`src/rtl/vga_timing_gen.sv`:
```
// 640x480 VGA raster timing from a 50 MHz clock using a divide-by-2 pixel clock-enable.
// Define VGA_TIMING_PIPE_EN to delay the sync/blank/start flags one extra pixel slot behind x/y.
module vga_timing_gen #(
    parameter int H_ACTIVE = 640,
    parameter int H_FP     = 16,
    parameter int H_SYNC   = 96,
    parameter int H_BP     = 48,
    parameter int V_ACTIVE = 480,
    parameter int V_FP     = 10,
    parameter int V_SYNC   = 2,
    parameter int V_BP     = 33
) (
    input  logic       clk,
    input  logic       rst,
    output logic       pix_ce,
    output logic       hsync,
    output logic       vsync,
    output logic       sync_b,
    output logic       blank_b,
    output logic [9:0] x,
    output logic [9:0] y,
    output logic       line_start,
    output logic       frame_start
);

    localparam logic [9:0] H_LAST   = 10'(H_ACTIVE + H_FP + H_SYNC + H_BP - 1);
    localparam logic [9:0] V_LAST   = 10'(V_ACTIVE + V_FP + V_SYNC + V_BP - 1);
    localparam logic [9:0] H_VIS    = 10'(H_ACTIVE);
    localparam logic [9:0] V_VIS    = 10'(V_ACTIVE);
    localparam logic [9:0] HS_START = 10'(H_ACTIVE + H_FP);
    localparam logic [9:0] HS_END   = 10'(H_ACTIVE + H_FP + H_SYNC);
    localparam logic [9:0] VS_START = 10'(V_ACTIVE + V_FP);
    localparam logic [9:0] VS_END   = 10'(V_ACTIVE + V_FP + V_SYNC);

    logic [9:0] h_cnt;
    logic [9:0] v_cnt;
    logic       hs_next;
    logic       vs_next;
    logic       blank_next;
    logic       ls_next;
    logic       fs_next;

    // Flags decoded from the counters before they advance, so they describe the slot x/y will show.
    always_comb begin
        hs_next    = ~((h_cnt >= HS_START) && (h_cnt < HS_END));
        vs_next    = ~((v_cnt >= VS_START) && (v_cnt < VS_END));
        blank_next = (h_cnt < H_VIS) && (v_cnt < V_VIS);
        ls_next    = (h_cnt == 10'd0);
        fs_next    = (h_cnt == 10'd0) && (v_cnt == 10'd0);
    end

    always_ff @(posedge clk) begin
        if (rst) begin
            pix_ce <= 1'b0;
            h_cnt  <= 10'd0;
            v_cnt  <= 10'd0;
            x      <= 10'd0;
            y      <= 10'd0;
        end else begin
            pix_ce <= ~pix_ce;
            if (pix_ce) begin
                x <= h_cnt;
                y <= v_cnt;
                if (h_cnt == H_LAST) begin
                    h_cnt <= 10'd0;
                    v_cnt <= (v_cnt == V_LAST) ? 10'd0 : v_cnt + 10'd1;
                end else begin
                    h_cnt <= h_cnt + 10'd1;
                end
            end
        end
    end

`ifdef VGA_TIMING_PIPE_EN
    logic hs_d;
    logic vs_d;
    logic sync_d;
    logic blank_d;
    logic ls_d;
    logic fs_d;

    always_ff @(posedge clk) begin
        if (rst) begin
            hs_d        <= 1'b1;
            vs_d        <= 1'b1;
            sync_d      <= 1'b1;
            blank_d     <= 1'b0;
            ls_d        <= 1'b0;
            fs_d        <= 1'b0;
            hsync       <= 1'b1;
            vsync       <= 1'b1;
            sync_b      <= 1'b1;
            blank_b     <= 1'b0;
            line_start  <= 1'b0;
            frame_start <= 1'b0;
        end else if (pix_ce) begin
            hs_d        <= hs_next;
            vs_d        <= vs_next;
            sync_d      <= hs_next & vs_next;
            blank_d     <= blank_next;
            ls_d        <= ls_next;
            fs_d        <= fs_next;
            hsync       <= hs_d;
            vsync       <= vs_d;
            sync_b      <= sync_d;
            blank_b     <= blank_d;
            line_start  <= ls_d;
            frame_start <= fs_d;
        end
    end
`else
    always_ff @(posedge clk) begin
        if (rst) begin
            hsync       <= 1'b1;
            vsync       <= 1'b1;
            sync_b      <= 1'b1;
            blank_b     <= 1'b0;
            line_start  <= 1'b0;
            frame_start <= 1'b0;
        end else if (pix_ce) begin
            hsync       <= hs_next;
            vsync       <= vs_next;
            sync_b      <= hs_next & vs_next;
            blank_b     <= blank_next;
            line_start  <= ls_next;
            frame_start <= fs_next;
        end
    end
`endif

endmodule

```
`config.mk`:
```
export PLATFORM = sky130hd
export DESIGN_NAME = vga_timing_gen
export DESIGN_NICKNAME = d
export VERILOG_FILES = /design/src/rtl/vga_timing_gen.sv
export SDC_FILE = /design/constraint.sdc
export NUM_CORES = 1
export LEC_CHECK = 0
export CELL_PAD_IN_SITES_DETAIL_PLACEMENT = 1
export CELL_PAD_IN_SITES_GLOBAL_PLACEMENT = 2
export CORE_ASPECT_RATIO = 1.75
export CORE_MARGIN = 3
export CORE_UTILIZATION = 35
export DETAILED_ROUTE_END_ITERATION = 8
export PLACE_DENSITY = 0.85
export SLEW_MARGIN = 20
export SYNTH_ARGS = -nofsm -noshare
export SYNTH_HDL_FRONTEND = slang
export SYNTH_SLANG_ARGS = --single-unit
```
`constraint.sdc`:
```
create_clock -name clk -period 4.5 [get_ports clk]
set_input_delay 0.45 -clock clk [delete_from_list [all_inputs] [get_ports clk]]
set_output_delay 0.45 -clock clk [all_outputs]
set_load 0.01 [all_outputs]
```
==> metrics.txt, run 1 <==
# TYPE chip_impl_metric gauge
chip_impl_metric{name="share_of_the_synthesized_area_in_compound_gates_ao_oa_aoi_oai",unit="%"} 6.83
chip_impl_metric{name="grt_pass1_wl",unit="um"} 8240
chip_impl_metric{name="power_leakage",unit="nW"} 0.892
chip_impl_metric{name="final-setup-viol-count",unit=""} 0
chip_impl_metric{name="maximum_number_of_pins_on_one_net_before_global_route_repair",unit=""} 34
chip_impl_metric{name="post_synth_and_or_nand_nor_area_fraction",unit="%"} 25.1
chip_impl_metric{name="core_region_area",unit="um^2"} 5590
chip_impl_metric{name="cts_buffer_depth",unit=""} 2
chip_impl_metric{name="synthArstFlopShare",unit="%"} 0
chip_impl_metric{name="cts_htree_levels",unit=""} 2
chip_impl_metric{name="clock_latency_reported_for_the_late_side_of_the_worst_skew_pair",unit="ns"} 0.29
chip_impl_metric{name="multiInputGateArea",unit="um^2"} 1010
chip_impl_metric{name="yosys.area_share.xor_xnor",unit="%"} 4.74
chip_impl_info{name="worstHoldPathType",value="flip-flop to flip-flop"} 1
chip_impl_metric{name="dp_hpwl",unit="um"} 3530
chip_impl_metric{name="max_cap_violations",unit=""} 0
chip_impl_info{name="cts_tree",value="built"} 1
chip_impl_info{name="reg2reg_from",value="h_cnt[0]"} 1
chip_impl_metric{name="finalCritPeriodShare",unit="%"} 50.1
chip_impl_metric{name="drt_first_pass_iters",unit=""} 4
chip_impl_metric{name="synth.avg_cell_area",unit="um^2"} 9.28
chip_impl_metric{name="routed-wl-met3",unit="um"} 141
chip_impl_info{name="root_buffer",value="sky130_fd_sc_hd__clkbuf_8"} 1
chip_impl_info{name="ys.flop_type",value="sky130_fd_sc_hd__dfxtp_1"} 1
chip_impl_metric{name="grt_pass1_vias",unit=""} 1776
chip_impl_info{name="post_synth_main_area_contributors",value="sky130_fd_sc_hd__dfxtp_1 46%, sky130_fd_sc_hd__mux2i_1 9.9%, sky130_fd_sc_hd__nor2_1 6.1%"} 1
chip_impl_info{name="commonest_non_fill_non_tap_cell_in_the_layout",value="sky130_fd_sc_hd__dfxtp_1"} 1
chip_impl_metric{name="synthesis.yosys.warnings",unit=""} 0
chip_impl_metric{name="overflow",unit=""} 0
chip_impl_info{name="critical_path.reg2reg.endpoint",value="v_cnt[7]"} 1
chip_impl_metric{name="fraction_of_layout_instances_using_a_drive_strength_above_1",unit="%"} 6.48
chip_impl_metric{name="final_max_slew_viol_count",unit=""} 0
chip_impl_info{name="critical_path.startpoint",value="h_cnt[0]"} 1
chip_impl_metric{name="floorplan.rows",unit=""} 36
chip_impl_metric{name="routedWlPerCell",unit="um"} 14.8
chip_impl_info{name="routed.top_layer",value="met4"} 1
chip_impl_metric{name="met1Wirelength",unit="um"} 1850
chip_impl_metric{name="rrSetupSlack",unit="ns"} 2.25
chip_impl_metric{name="total_power",unit="W"} 0.000715
chip_impl_metric{name="synth_fa_ha_area_share",unit="%"} 3.08
chip_impl_metric{name="tritoncts_buffer_count",unit=""} 5
chip_impl_metric{name="synth-edff-count",unit=""} 0
chip_impl_metric{name="die_width",unit="um"} 63.6
chip_impl_info{name="result_of_the_run",value="finished, final reports clean"} 1
chip_impl_metric{name="dp.cells",unit=""} 315
chip_impl_metric{name="totalNegativeSetupSlack",unit="ns"} 0
chip_impl_metric{name="drc",unit=""} 0
chip_impl_metric{name="viasPerCell",unit=""} 5.07
chip_impl_metric{name="critical_path_peak_fanout",unit=""} 10
chip_impl_info{name="critPathLaunchType",value="flip-flop"} 1
chip_impl_metric{name="netlist_area",unit="um^2"} 2030
chip_impl_metric{name="fp.dieArea",unit="um^2"} 6790
chip_impl_info{name="setup.worst_path.end",value="v_cnt[7]"} 1
chip_impl_metric{name="final_antenna_net_count",unit=""} 0
chip_impl_metric{name="layout.cells.non_filler",unit=""} 323
chip_impl_metric{name="fin_nets",unit=""} 253
chip_impl_info{name="critPathKind",value="flip-flop to flip-flop"} 1
chip_impl_metric{name="postRouteWirelength",unit="um"} 4790
chip_impl_metric{name="syn2layout_area_growth",unit="%"} 20.2
chip_impl_metric{name="final.setup.worst_slack",unit="ns"} 2.25
chip_impl_metric{name="slew_headroom",unit="%"} 68.3
chip_impl_metric{name="grt_util_all_layers",unit="%"} 15.4
chip_impl_metric{name="gp_routability_congestion",unit=""} 0.781
chip_impl_metric{name="yosys.area.top_type_share",unit="%"} 46.3
chip_impl_metric{name="finalHoldViolCount",unit=""} 0
chip_impl_metric{name="drt_first_iter_violations",unit=""} 11
chip_impl_metric{name="vdd.ir_drop.worst",unit="V"} 0.000130
chip_impl_metric{name="post_cts_resized",unit=""} 0
chip_impl_metric{name="synthMuxAreaShare",unit="%"} 9.85
chip_impl_metric{name="antenna_found_initial",unit=""} 0
chip_impl_metric{name="timing.final.crit_period",unit="ns"} 2.25
chip_impl_metric{name="detailroute.wirelength.met2",unit="um"} 2710
chip_impl_metric{name="antennaDiodeCount",unit=""} 0
chip_impl_metric{name="layout.area.seq",unit="um^2"} 941
chip_impl_metric{name="post_synth_cell_types",unit=""} 32
chip_impl_metric{name="synth-seq-cells",unit=""} 47
chip_impl_metric{name="worst_ep_required_time",unit="ns"} 4.73
chip_impl_metric{name="timing_worst_slew_pin_value",unit="ns"} 0.471
chip_impl_metric{name="max_freq",unit="MHz"} 444
chip_impl_metric{name="number_of_vias_in_the_routed_layout",unit=""} 1636
chip_impl_info{name="end_kind",value="flip-flop"} 1
chip_impl_metric{name="worst-endpoint-arrival",unit="ns"} 2.48
chip_impl_metric{name="gate_count_post_synth",unit=""} 219
chip_impl_metric{name="synth.yosys.seq_area_share",unit="%"} 46.3
chip_impl_metric{name="ios",unit=""} 29
chip_impl_info{name="synth_top_family_by_area",value="simple AND/OR/NAND/NOR gates"} 1
chip_impl_metric{name="r2r_cells",unit=""} 5
chip_impl_metric{name="hold_buffers_post_cts",unit=""} 0
chip_impl_metric{name="effective_utilization_at_floorplan",unit="%"} 36.4
chip_impl_metric{name="placement.io_buffers",unit=""} 28
chip_impl_info{name="synth_top_cell_by_area",value="sky130_fd_sc_hd__dfxtp_1"} 1
chip_impl_metric{name="power.density",unit="nW/um^2"} 293
chip_impl_metric{name="syn_nets",unit=""} 226
chip_impl_metric{name="clock_slew_seen_by_the_registers_of_the_worst_setup_and_hold_paths",unit="ns"} 0.08
chip_impl_metric{name="pre_cts_slack",unit="ns"} 2.26
chip_impl_info{name="final_cell_mix",value="47 x sky130_fd_sc_hd__dfxtp_1, 33 x sky130_fd_sc_hd__nor2_1, 28 x sky130_fd_sc_hd__clkdlybuf4s50_1, 20 x sky130_fd_sc_hd__mux2i_1, 16 x sky130_fd_sc_hd__nand2_1"} 1
chip_impl_info{name="rsz_0062_raised_after_global_routing",value="false"} 1
chip_impl_metric{name="clock_skew",unit="ns"} 0.00355
chip_impl_metric{name="die-height",unit="um"} 107
chip_impl_metric{name="cts.sinks",unit=""} 47
chip_impl_metric{name="post_cts_buffers",unit=""} 0
chip_impl_metric{name="n_fill_cell",unit=""} 684
cell type report:
class	count	area share, %
Tap cell	76	3.89
Sequential cell	47	38.5
Timing Repair Buffer	30	12.1
Inverter	6	0.922
Multi-Input combinational cell	156	41.2
Clock inverter	1	0.205
Clock buffer	7	3.13
report_power, final:
| group | switching [W] | leakage [nW] | internal (W) |
|---|---|---|---|
| combinational | 0.0000261 | 0.470 | 0.0000200 |
| clock | 0.000134 | 0.0422 | 0.000109 |
| sequential | 0.00000423 | 0.380 | 0.000422 |
logic make-up after synthesis:
group,after synthesis
buffers and inverters,16
muxes,20
adders and majority gates,5
AOI/OAI and AO/OA,25
DFF,47
and+or+nand+nor,95
xor gates and xnor gates,11
how the worst min path moves through the flow:
stage                     startpoint          to  slack, ns  cells after the start
after floorplan           line_start  line_start       0.46                      2
after detailed placement     blank_b     blank_b       0.46                      2
after CTS                    blank_b     blank_b       0.47                      2
final                        blank_b     blank_b       0.47                      2
after global routing         blank_b     blank_b       0.49                      2
after global placement    line_start  line_start       0.44                      2
registers in the layout, summed over array words and instances, names as in the netlist:
name,flops
y,10
x,10
blank_b,1
frame_start,1
hsync,1
h_cnt,10
v_cnt,10
vsync,1
line_start,1
sync_b,1
pix_ce,1
synthesized netlist by cell type, types with 2 or more instances:
cell type                  count
sky130_fd_sc_hd__dfxtp_1      47
sky130_fd_sc_hd__nor2_1       33
sky130_fd_sc_hd__mux2i_1      20
sky130_fd_sc_hd__nand2_1      16
sky130_fd_sc_hd__a21oi_1      13
sky130_fd_sc_hd__nand3_1      13
sky130_fd_sc_hd__o21ai_0       8
sky130_fd_sc_hd__xor2_1        7
sky130_fd_sc_hd__inv_1         6
sky130_fd_sc_hd__ha_1          5
sky130_fd_sc_hd__nor4_1        5
sky130_fd_sc_hd__or3_2         4
sky130_fd_sc_hd__or4_1         4
sky130_fd_sc_hd__xnor2_1       4
sky130_fd_sc_hd__and3_1        3
sky130_fd_sc_hd__buf_1         3
sky130_fd_sc_hd__buf_6         3
sky130_fd_sc_hd__clkbuf_1      3
sky130_fd_sc_hd__nand4_1       3
sky130_fd_sc_hd__nor3_1        3
sky130_fd_sc_hd__o31ai_1       3
sky130_fd_sc_hd__and4_1        2
sky130_fd_sc_hd__nor4b_1       2
metal layers:
layer,up-vias,GRT usage [%]
met5,-,0
li1,814,-
met1,792,14.5
met3,7,3.67
met2,23,31.3
met4,0,5.10
worst max-delay path: stages (launching register included):
cell                      delay, ns
sky130_fd_sc_hd__dfxtp_1       0.40
sky130_fd_sc_hd__ha_1          0.26
sky130_fd_sc_hd__nand3_1       0.17
sky130_fd_sc_hd__or4_1         0.67
sky130_fd_sc_hd__or4_1         0.55
sky130_fd_sc_hd__a21oi_1       0.14
through the flow:
stage          hold WS (ns)  cell area, um^2  utilization, %
2_1_floorplan         0.463             2030               -
3_3_place_gp          0.443             2360            42.3
3_5_place_dp          0.457             2360            42.3
4_1_cts               0.469             2440            43.7
5_1_grt               0.485             2440            43.7
6_report              0.465             2440            43.7
Note: power is estimated with default switching activity, not from simulation.
==> run 2, diff against run 1 <==
Settings changed: CORE_UTILIZATION 35 to 33, PLACE_DENSITY 0.85 to 0.81.
Clock period 4.5 ns to 2.2 ns, I/O delays scaled along.
==> run 2 against run 1 <==
  * Critical path depth fell by 1
  * Sequential power rose by 100%
  * Cell count rose by 4.6%
  * Routed wire length rose by 9.5%
  * First-iteration DRC count rose by 100%
  * Register-to-register slack got worse by 2.1 ns
  * Flip-flop and latch count did not move
  * Critical path type unchanged
  * Critical endpoint is now v_cnt[9]
  * Largest cell class unchanged
  * Highest routed layer unchanged
==> metrics.txt, run 2 (same netlist as run 1, synthesis figures left out) <==
# TYPE chip_impl_metric gauge
chip_impl_info{name="result_of_the_run",value="finished, final reports clean"} 1
chip_impl_metric{name="clock_skew",unit="ns"} 0.00256
chip_impl_metric{name="fp.dieArea",unit="um^2"} 7170
chip_impl_metric{name="fraction_of_layout_instances_using_a_drive_strength_above_1",unit="%"} 12.3
chip_impl_metric{name="slew_headroom",unit="%"} 68.7
chip_impl_metric{name="power.net_switching",unit="W"} 0.000367
chip_impl_info{name="commonest_non_fill_non_tap_cell_in_the_layout",value="sky130_fd_sc_hd__dfxtp_1"} 1
chip_impl_metric{name="n_fill_cell",unit=""} 729
chip_impl_metric{name="vdd.ir_drop.worst",unit="V"} 0.000483
chip_impl_metric{name="ios",unit=""} 29
chip_impl_metric{name="drc",unit=""} 0
chip_impl_metric{name="viasPerCell",unit=""} 4.99
chip_impl_metric{name="placement.io_buffers",unit=""} 28
chip_impl_info{name="final_cell_mix",value="47 x sky130_fd_sc_hd__dfxtp_1, 33 x sky130_fd_sc_hd__nor2_1, 28 x sky130_fd_sc_hd__clkdlybuf4s50_1, 20 x sky130_fd_sc_hd__mux2i_1, 16 x sky130_fd_sc_hd__nand2_1"} 1
chip_impl_metric{name="internal_power",unit="W"} 0.00128
chip_impl_metric{name="power_leakage",unit="nW"} 0.980
chip_impl_metric{name="postRouteWirelength",unit="um"} 5250
chip_impl_metric{name="timing_worst_slew_pin_value",unit="ns"} 0.470
chip_impl_metric{name="gp_routability_congestion",unit=""} 0.795
chip_impl_info{name="rsz_0062_raised_after_global_routing",value="false"} 1
chip_impl_metric{name="post_cts_buffers",unit=""} 0
chip_impl_metric{name="effective_utilization_at_floorplan",unit="%"} 34.3
chip_impl_metric{name="share_clk_of_total_power",unit="%"} 40.8
chip_impl_metric{name="finalCritPeriodShare",unit="%"} 91.4
chip_impl_metric{name="drt_first_pass_iters",unit=""} 4
chip_impl_metric{name="antennaDiodeCount",unit=""} 0
chip_impl_metric{name="r2r_cells",unit=""} 4
chip_impl_metric{name="worst-endpoint-arrival",unit="ns"} 2.25
chip_impl_metric{name="sequential_power_share",unit="%"} 52.8
chip_impl_metric{name="rrSetupSlack",unit="ns"} 0.19
chip_impl_info{name="root_buffer",value="sky130_fd_sc_hd__clkbuf_8"} 1
chip_impl_metric{name="critical_path_peak_fanout",unit=""} 10
chip_impl_metric{name="post_cts_resized",unit=""} 0
chip_impl_metric{name="critical_path_buf_inv_count",unit=""} 0
chip_impl_metric{name="hold_buffers_post_cts",unit=""} 0
chip_impl_metric{name="grt_pass1_vias",unit=""} 1770
chip_impl_metric{name="timing.final.crit_period",unit="ns"} 2.01
chip_impl_info{name="worstHoldPathType",value="flip-flop to flip-flop"} 1
chip_impl_metric{name="die-height",unit="um"} 110
chip_impl_metric{name="worst_ep_required_time",unit="ns"} 2.44
chip_impl_metric{name="routedWlPerCell",unit="um"} 15.5
chip_impl_metric{name="clock_slew_seen_by_the_registers_of_the_worst_setup_and_hold_paths",unit="ns"} 0.09
chip_impl_metric{name="grt_pass1_wl",unit="um"} 8760
chip_impl_metric{name="max_freq",unit="MHz"} 497
chip_impl_metric{name="max_cap_violations",unit=""} 0
chip_impl_metric{name="final.setup.worst_slack",unit="ns"} 0.189
chip_impl_metric{name="drt_first_iter_violations",unit=""} 22
chip_impl_metric{name="cts.sinks",unit=""} 47
chip_impl_metric{name="final-setup-viol-count",unit=""} 0
chip_impl_metric{name="fin_nets",unit=""} 266
chip_impl_info{name="critPathKind",value="flip-flop to flip-flop"} 1
chip_impl_metric{name="totalNegativeSetupSlack",unit="ns"} 0
chip_impl_metric{name="hold_path_cell_cnt",unit=""} 2
chip_impl_info{name="cts_tree",value="built"} 1
chip_impl_metric{name="final_antenna_net_count",unit=""} 0
chip_impl_metric{name="cts_buffer_depth",unit=""} 2
chip_impl_metric{name="grt_util_all_layers",unit="%"} 16.1
chip_impl_metric{name="final_max_slew_viol_count",unit=""} 0
chip_impl_metric{name="combPwrFrac",unit="%"} 6.4
chip_impl_metric{name="critical-path-max-stage-delay",unit="ns"} 0.61
chip_impl_metric{name="cts_htree_levels",unit=""} 2
chip_impl_info{name="standard_cell_with_the_maximum_stage_delay_on_the_critical_path",value="sky130_fd_sc_hd__or4_4"} 1
chip_impl_metric{name="maximum_number_of_pins_on_one_net_before_global_route_repair",unit=""} 33
chip_impl_metric{name="clock_latency_reported_for_the_late_side_of_the_worst_skew_pair",unit="ns"} 0.30
chip_impl_metric{name="dp_hpwl",unit="um"} 3900
chip_impl_metric{name="floorplan.rows",unit=""} 37
chip_impl_info{name="end_kind",value="flip-flop"} 1
chip_impl_metric{name="core_region_area",unit="um^2"} 5930
chip_impl_metric{name="overflow",unit=""} 0
chip_impl_metric{name="logic_depth_of_the_worst_path_buffers_included",unit=""} 4
chip_impl_info{name="critPathLaunchType",value="flip-flop"} 1
chip_impl_metric{name="antenna_found_initial",unit=""} 0
chip_impl_metric{name="syn2layout_area_growth",unit="%"} 27.1
chip_impl_metric{name="final_core_utilization",unit="%"} 43.6
chip_impl_info{name="cp_top_family",value="simple AND/OR/NAND/NOR gates"} 1
chip_impl_metric{name="number_of_vias_in_the_routed_layout",unit=""} 1685
chip_impl_metric{name="power.density",unit="nW/um^2"} 637
chip_impl_info{name="crit_path_cell_trace",value="nand4bb_4 > or4_4 > or4_1 > a21oi_1"} 1
chip_impl_metric{name="die_width",unit="um"} 65.3
chip_impl_metric{name="finalHoldViolCount",unit=""} 0
chip_impl_metric{name="pre_cts_slack",unit="ns"} 0.0873
chip_impl_metric{name="sw_frac_of_total",unit="%"} 22.3
chip_impl_metric{name="tritoncts_buffer_count",unit=""} 5
==> run 2: cell count changes in the layout (fill, tap and decap cells not counted), sizes merged <==
cell    delta
clkbuf     -1
buf       +13
bufinv     +1
==> run 2: path summary, 6_finish.rpt <==
kind	start	end
max	h_cnt[8]	v_cnt[9]
min	line_start	line_start
max reg2reg	h_cnt[8]	v_cnt[9]
min reg2reg	line_start	line_start
==> run 2: per-stage QoR <==
stage / instances / total power [W] / cell area, um^2 / hold WS [ns]
6_report: 338 / 0.00165 / 2580 / 0.461
3_5_place_dp: 330 / 0.000996 / 2460 / 0.451
4_1_cts: 338 / 0.00167 / 2580 / 0.467
5_1_grt: 338 / 0.00171 / 2580 / 0.482
3_3_place_gp: 330 / 0.000996 / 2460 / 0.436
2_1_floorplan: 219 / 0.000947 / 2030 / 0.309
==> run 2: tightest hold or removal path, cell delays in order (launching register included) <==
cell and delay, ns:
sky130_fd_sc_hd__dfxtp_1 0.33, sky130_fd_sc_hd__nand2_1 0.06, sky130_fd_sc_hd__nand2_1 0.04
==> run 2: layout make-up <==
| cell class | instances | area, um^2 | area share, % |
|---|---|---|---|
| clock buffers | 6 | 82.6 | 3.20 |
| well taps | 78 | 97.6 | 3.78 |
| flip-flops and latches | 47 | 941 | 36.4 |
| clock inverters | 2 | 35.0 | 1.36 |
| multi-input cells | 156 | 1010 | 39.1 |
| inverters | 6 | 22.5 | 0.872 |
| repair buffers | 43 | 393 | 15.2 |
==> run 2: routing by layer <==
metal / GRT usage [%] / wire [um] / vias up
met2: 30.9 / 3050 / 24
met1: 16.5 / 1970 / 813
li1: - / - / 840
met5: 0 / 0 / -
met4: 6.97 / 117 / 0
met3: 2.76 / 112 / 8
==> run 2: power groups by stage <==
stage / Combinational [W] / Clock [W] / Sequential, W
after CTS: 0.000108 / 0.000692 / 0.000869
after detailed placement: 0.000107 / 0 / 0.000889
after global routing: 0.000117 / 0.000723 / 0.000871
final: 0.000105 / 0.000672 / 0.000869
after global placement: 0.000108 / 0 / 0.000889
after floorplan: 0.0000525 / 0 / 0.000895
